## src/rtl/mpsoc_uart_wb_pkg.sv

```systemverilog
// Shared types and constants for the Wishbone-to-UART register bridge.
// Holds the bridge FSM encoding, recovery counter width and the legal bus widths.
package mpsoc_uart_wb_pkg;

    typedef enum logic [1:0] {
        ST_IDLE,
        ST_ACCESS,
        ST_TERM,
        ST_RECOVER
    } bridge_state_t;

    localparam int CNT_W     = 4;
    localparam int DW_NARROW = 8;
    localparam int DW_WIDE   = 32;

endpackage

```

## src/rtl/mpsoc_wb_uart_lane_dec.sv

```systemverilog
// Byte-select decoder: turns a Wishbone select into a byte lane index and a
// flag saying whether the select was a clean one-hot pattern.
module mpsoc_wb_uart_lane_dec
    import mpsoc_uart_wb_pkg::*;
#(
    parameter int DW = 8
)(
    input  logic [DW/8-1:0] i_sel,
    output logic [1:0]      o_lane,
    output logic            o_legal
);

    localparam int SW = DW / 8;

    logic [2:0] w_ones;

    // Scanning from the top down leaves the lowest set bit as the lane, which
    // is also the fallback used when a non-one-hot select is tolerated.
    always_comb begin
        o_lane = 2'd0;
        w_ones = 3'd0;
        for (int i = SW - 1; i >= 0; i--) begin
            if (i_sel[i]) begin
                o_lane = 2'(i);
            end
            w_ones = w_ones + 3'(i_sel[i]);
        end
        o_legal = (DW != DW_WIDE) || (w_ones == 3'd1);
    end

endmodule

```

## src/rtl/mpsoc_wb_uart_bridge_gen.sv

```systemverilog
// Wishbone slave that turns single bus cycles into byte-wide register strobes
// for a UART core, with registered inputs and a fixed post-ack recovery gap.
module mpsoc_wb_uart_bridge_gen
    import mpsoc_uart_wb_pkg::*;
#(
    parameter int DW          = 8,
    parameter int AW          = 3,
    parameter int WAIT_CYCLES = 2,
    parameter int ERR_EN      = 1
)(
    input  logic            clk,
    input  logic            wb_rst_i,
    input  logic            wb_cyc_i,
    input  logic            wb_stb_i,
    input  logic            wb_we_i,
    input  logic [DW/8-1:0] wb_sel_i,
    input  logic [AW-1:0]   wb_adr_i,
    input  logic [DW-1:0]   wb_dat_i,
    output logic [DW-1:0]   wb_dat_o,
    output logic            wb_ack_o,
    output logic            wb_err_o,
    output logic [AW-1:0]   reg_adr_o,
    output logic [7:0]      reg_dat_o,
    input  logic [7:0]      reg_dat_i,
    output logic            reg_we_o,
    output logic            reg_re_o
);

    localparam int                 SW     = DW / 8;
    localparam bit                 WIDE   = (DW != DW_NARROW);
    localparam logic [CNT_W-1:0]   RELOAD = CNT_W'(WAIT_CYCLES - 1);

    logic            r_cyc;
    logic            r_stb;
    logic            r_we;
    logic [SW-1:0]   r_sel;
    logic [AW-1:0]   r_adr;
    logic [DW-1:0]   r_dat;

    bridge_state_t   r_state;
    logic [CNT_W-1:0] r_cnt;
    logic [1:0]      r_lane;
    logic [DW-1:0]   r_wb_dat;
    logic            r_ack;
    logic            r_err;
    logic            r_reg_we;
    logic            r_reg_re;
    logic [AW-1:0]   r_reg_adr;
    logic [7:0]      r_reg_dat;

    logic [1:0]      w_lane;
    logic            w_legal;
    logic            w_err_sel;
    logic [AW-1:0]   w_adr;
    logic [7:0]      w_byte;
    logic [DW-1:0]   w_rd_lane;

    // Bus inputs are registered first so the FSM never sees raw bus timing.
    always_ff @(posedge clk or posedge wb_rst_i) begin
        if (wb_rst_i) begin
            r_cyc <= 1'b0;
            r_stb <= 1'b0;
            r_we  <= 1'b0;
            r_sel <= '0;
            r_adr <= '0;
            r_dat <= '0;
        end else begin
            r_cyc <= wb_cyc_i;
            r_stb <= wb_stb_i;
            r_we  <= wb_we_i;
            r_sel <= wb_sel_i;
            r_adr <= wb_adr_i;
            r_dat <= wb_dat_i;
        end
    end

    mpsoc_wb_uart_lane_dec #(
        .DW (DW)
    ) u_lane_dec (
        .i_sel   (r_sel),
        .o_lane  (w_lane),
        .o_legal (w_legal)
    );

    // On the wide bus the lane replaces the two low address bits.
    assign w_err_sel = WIDE && (ERR_EN != 0) && !w_legal;
    assign w_adr     = WIDE ? ((r_adr & ~AW'(3)) | AW'(w_lane)) : r_adr;
    assign w_byte    = 8'(r_dat >> {w_lane, 3'b000});
    assign w_rd_lane = DW'({24'd0, reg_dat_i} << {r_lane, 3'b000});

    always_ff @(posedge clk or posedge wb_rst_i) begin
        if (wb_rst_i) begin
            r_state   <= ST_IDLE;
            r_cnt     <= '0;
            r_lane    <= 2'd0;
            r_wb_dat  <= '0;
            r_ack     <= 1'b0;
            r_err     <= 1'b0;
            r_reg_we  <= 1'b0;
            r_reg_re  <= 1'b0;
            r_reg_adr <= '0;
            r_reg_dat <= '0;
        end else begin
            r_reg_we <= 1'b0;
            r_reg_re <= 1'b0;
            case (r_state)
                ST_IDLE: begin
                    if (r_cyc && r_stb) begin
                        if (w_err_sel) begin
                            r_err   <= 1'b1;
                            r_state <= ST_TERM;
                        end else begin
                            r_reg_we  <= r_we;
                            r_reg_re  <= !r_we;
                            r_reg_adr <= w_adr;
                            r_reg_dat <= w_byte;
                            r_lane    <= w_lane;
                            r_state   <= ST_ACCESS;
                        end
                    end
                end
                // A master that drops cyc here loses the ack, but the core
                // has already seen the strobe.
                ST_ACCESS: begin
                    if (r_cyc) begin
                        r_ack    <= 1'b1;
                        r_wb_dat <= w_rd_lane;
                        r_state  <= ST_TERM;
                    end else begin
                        r_cnt   <= RELOAD;
                        r_state <= ST_RECOVER;
                    end
                end
                ST_TERM: begin
                    r_ack   <= 1'b0;
                    r_err   <= 1'b0;
                    r_cnt   <= RELOAD;
                    r_state <= ST_RECOVER;
                end
                ST_RECOVER: begin
                    if (r_cnt == '0) begin
                        r_state <= ST_IDLE;
                    end else begin
                        r_cnt <= r_cnt - 1'b1;
                    end
                end
                default: begin
                    r_state <= ST_IDLE;
                end
            endcase
        end
    end

    assign wb_dat_o  = r_wb_dat;
    assign wb_ack_o  = r_ack;
    assign wb_err_o  = r_err;
    assign reg_adr_o = r_reg_adr;
    assign reg_dat_o = r_reg_dat;
    assign reg_we_o  = r_reg_we;
    assign reg_re_o  = r_reg_re;

endmodule
```

## config.mk

```make
export PLATFORM = sky130hd
export DESIGN_NAME = mpsoc_wb_uart_bridge_gen
export DESIGN_NICKNAME = d
export VERILOG_FILES = /design/src/rtl/mpsoc_uart_wb_pkg.sv /design/src/rtl/mpsoc_wb_uart_lane_dec.sv /design/src/rtl/mpsoc_wb_uart_bridge_gen.sv
export SDC_FILE = /design/constraint.sdc
export NUM_CORES = 1
export LEC_CHECK = 0
export ABC_AREA = 1
export CAP_MARGIN = 25
export CORE_MARGIN = 2
export CORE_UTILIZATION = 46
export DETAILED_ROUTE_END_ITERATION = 16
export PLACE_DENSITY = 0.78
export RECOVER_POWER = 100
export SYNTH_ARGS = -nofsm -noshare
export SYNTH_HDL_FRONTEND = slang
export SYNTH_SLANG_ARGS = --single-unit
```

## constraint.sdc

```tcl
create_clock -name clk -period 1.7 [get_ports clk]
set_input_delay 0.17 -clock clk [delete_from_list [all_inputs] [get_ports clk]]
set_output_delay 0.17 -clock clk [all_outputs]
set_load 0.005 [all_outputs]
```

==> results.sh <==
export IMPL_drc=0
export IMPL_syn_avg_cell_area_um2=11.4
export IMPL_cp_max_fo=9
export IMPL_dp_hpwl_mm=2.20
export IMPL_period_share=0.893
export IMPL_detail_route_wl_per_cell_um=12.2
export IMPL_slew_headroom=0.348
export IMPL_place_gp_congestion=0.790
export IMPL_setup_tns_final_ns=0
export IMPL_min_path_type="input port to flop"
export IMPL_crit_arrival_ns=1.75
export IMPL_ios=48
export IMPL_die_x_um=63.0
export IMPL_ys_seq_area_frac=0.657
export IMPL_status="finished clean"
export IMPL_cellPowerDensity_nw_per_um2=1540
export IMPL_layout_nets=224
export IMPL_critical_path_class="flop to flop"
export IMPL_drive_above_1_share=0.129
export IMPL_ys_ff_latch=42
export IMPL_r2r_slack_ns=0.18
export IMPL_whs_path_depth=3
export IMPL_num_antenna_cells=0
export IMPL_cts_root_buffer="clkbuf_4"
export IMPL_p_switching_mw=1.13
export IMPL_rows=21
export IMPL_hold_slack_ns=0.350
export IMPL_synthAdderAreaFrac=0.0469
export IMPL_die_area_um2=3960
export IMPL_setup_viol=0
export IMPL_clockBufferDepth=2
export IMPL_syn_area_um2=1600
export IMPL_port_buffer_count=45
export IMPL_crit_required_ns=1.94
export IMPL_cap_viol_max_count=0
export IMPL_ant_nets=0
export IMPL_yosys_area_share_simple=0.155
export IMPL_vias=1102
export IMPL_first_global_vias=1212
export IMPL_cts_sinks=42
export IMPL_fin_skew_ns=0.0111
export IMPL_grt_overflow_total=0
export IMPL_power_frac_comb=0.404
export IMPL_antenna_found_initial=0
export IMPL_clk_pin_slew_ns=0.12
export IMPL_hold_buffers=0
export IMPL_layout_commonest_cell="nand2_1"
export IMPL_end_kind="flop"
export IMPL_cts_htree_levels=2
export IMPL_wl_mm=2.92
export IMPL_cts_buffers=5
export IMPL_ys_types=18
export IMPL_rsz0062_at_grt="false"
export IMPL_fin_cells=240
export IMPL_power_frac_seq=0.455
export IMPL_core_area_um2=3340
export IMPL_vias_per_cell=4.59
export IMPL_numPlacedInstances=231
export IMPL_grtUsageTotal=0.179
export IMPL_initial_utilization=0.479
export IMPL_yosys_warnings=0
export IMPL_final_cell_mix="45 x nand2_1, 42 x dfrtp_1, 37 x dlygate4sd3_1"
export IMPL_power_share_switching=0.339
export IMPL_startpoint_type="flop"
export IMPL_synth_compound_area_share=0.0156
export IMPL_grt_max_degree=43
export IMPL_finalMaxSlewViolations=0
export IMPL_p_leak_nw=1.06
export IMPL_fin_crit_ns=1.52
export IMPL_power_total_mw=3.35
export IMPL_pwr_share_clk=0.141
export IMPL_p_int_mw=2.22
export IMPL_peakVddDrop_mv=0.815
export IMPL_syn_nets=171
export IMPL_hold_viol=0
export IMPL_synth_xor_area_share=0.00548
export IMPL_synth_mux_area_frac=0.0775
export IMPL_cts_tree="done"
export IMPL_max_clock_freq_ghz=0.658
export IMPL_grt_pass1_wl_mm=5.31
export IMPL_netlist_instances=140
export IMPL_rr_worst_depth=8
export IMPL_syn_to_final_growth_pct=36.0
export IMPL_drt_pass1_iter_count=4
export IMPL_worst_slew_pin_slew_ns=0.978
export IMPL_drt_first_iter_violations=25
export IMPL_die_y_um=63.0
export IMPL_worstSkewPairLatency_ns=0.34
export IMPL_synth_top_family_by_area="simple AND/OR/NAND/NOR gates"
==> worst max-delay path, cell delays in order (launching register included) <==
cell and delay [ns]:
dfrtp_1 0.42, inv_1 0.10, ha_1 0.21, nand2_2 0.17
inv_2 0.05, nor2_1 0.12, nand2_1 0.16, nand2_1 0.09
o21ai_0 0.08
==> sequential cells by signal (all words and copies together) (netlist names) <==
register	cells
r_dat	8
r_cnt	4
reg_adr_o	3
reg_we_o	1
r_cyc	1
r_adr	3
wb_ack_o	1
reg_re_o	1
wb_dat_o	8
reg_dat_o	8
r_we	1
r_stb	1
r_state	2
==> metrics by stage <==
stage               cell area [um2]  setup WS, ns  utilization
global route                   2170        0.0225        0.652
global placement               2100         0.185        0.630
finish                         2170         0.181        0.652
detailed placement             2100         0.108        0.630
CTS                            2160        0.0634        0.648
floorplan                      1600         0.306            -
==> what timing repair did <==
item / in CTS / in global routing
setup buffers: 0 / 1
endpoints found under the setup margin: 0 / 10
hold endpoints to repair: 0 / 0
resized for setup: 0 / 1
==> kinds of logic after synthesis <==
logic type	count (synthesis)
compound gates	5
simple gates	60
buf+inv	14
flops	42
mux	11
xor+xnor	1
fa+ha+maj	6
other cells	1
==> metal layers <==
layer	routed length [um]	GRT usage	vias up
met4	19	0.0667	0
met2	1660	0.318	18
li1	-	-	542
met3	96	0.0667	2
met1	1140	0.192	540
met5	0	0	-
==> power by group through the flow <==
| stage | logic, mW | registers [mW] | clock network, mW |
|---|---|---|---|
| floorplan | 0.717 | 1.54 | 0 |
| global placement | 1.37 | 1.54 | 0 |
| detailed placement | 1.44 | 1.56 | 0 |
| CTS | 1.46 | 1.54 | 0.503 |
| global route | 1.55 | 1.58 | 0.566 |
| finish | 1.35 | 1.52 | 0.471 |
==> cells in the mapped netlist <==
cell,instances,share of area
inv_2,1,0.0023
inv_1,11,0.026
xor2_1,1,0.0055
buf_6,1,0.0070
nand3_2,1,0.0063
o21ai_0,4,0.013
conb_1,1,0.0023
buf_4,1,0.0047
dfrtp_1,42,0.66
nor2_1,5,0.012
nand3_1,6,0.019
nand3b_1,1,0.0047
nand4_1,1,0.0039
mux2_2,11,0.077
nand2_1,45,0.11
nand2_2,1,0.0039
o21ai_1,1,0.0031
ha_1,6,0.047
==> worst paths after layout <==
| check | from | endpoint |
|---|---|---|
| min reg2reg | r_we | reg_re_o |
| max reg2reg | r_state[1] | r_cnt[2] |
| max in group asynchronous | wb_rst_i | reg_dat_o[6] |
| min | reg_dat_i[7] | wb_dat_o[7] |
| min in group asynchronous | wb_rst_i | r_dat[5] |
| max | r_state[1] | r_cnt[2] |
==> final cells by class <==
cell class / instances / area, um2
clock inverter: 3 / 21.3
sequential: 42 / 1050
tap: 46 / 57.6
inverter: 12 / 45.0
clock buffer: 5 / 37.5
multi-input combinational: 84 / 492
timing repair buffer: 48 / 470
fill: 276 / 1160
Note: power is estimated with default switching activity, not from simulation.
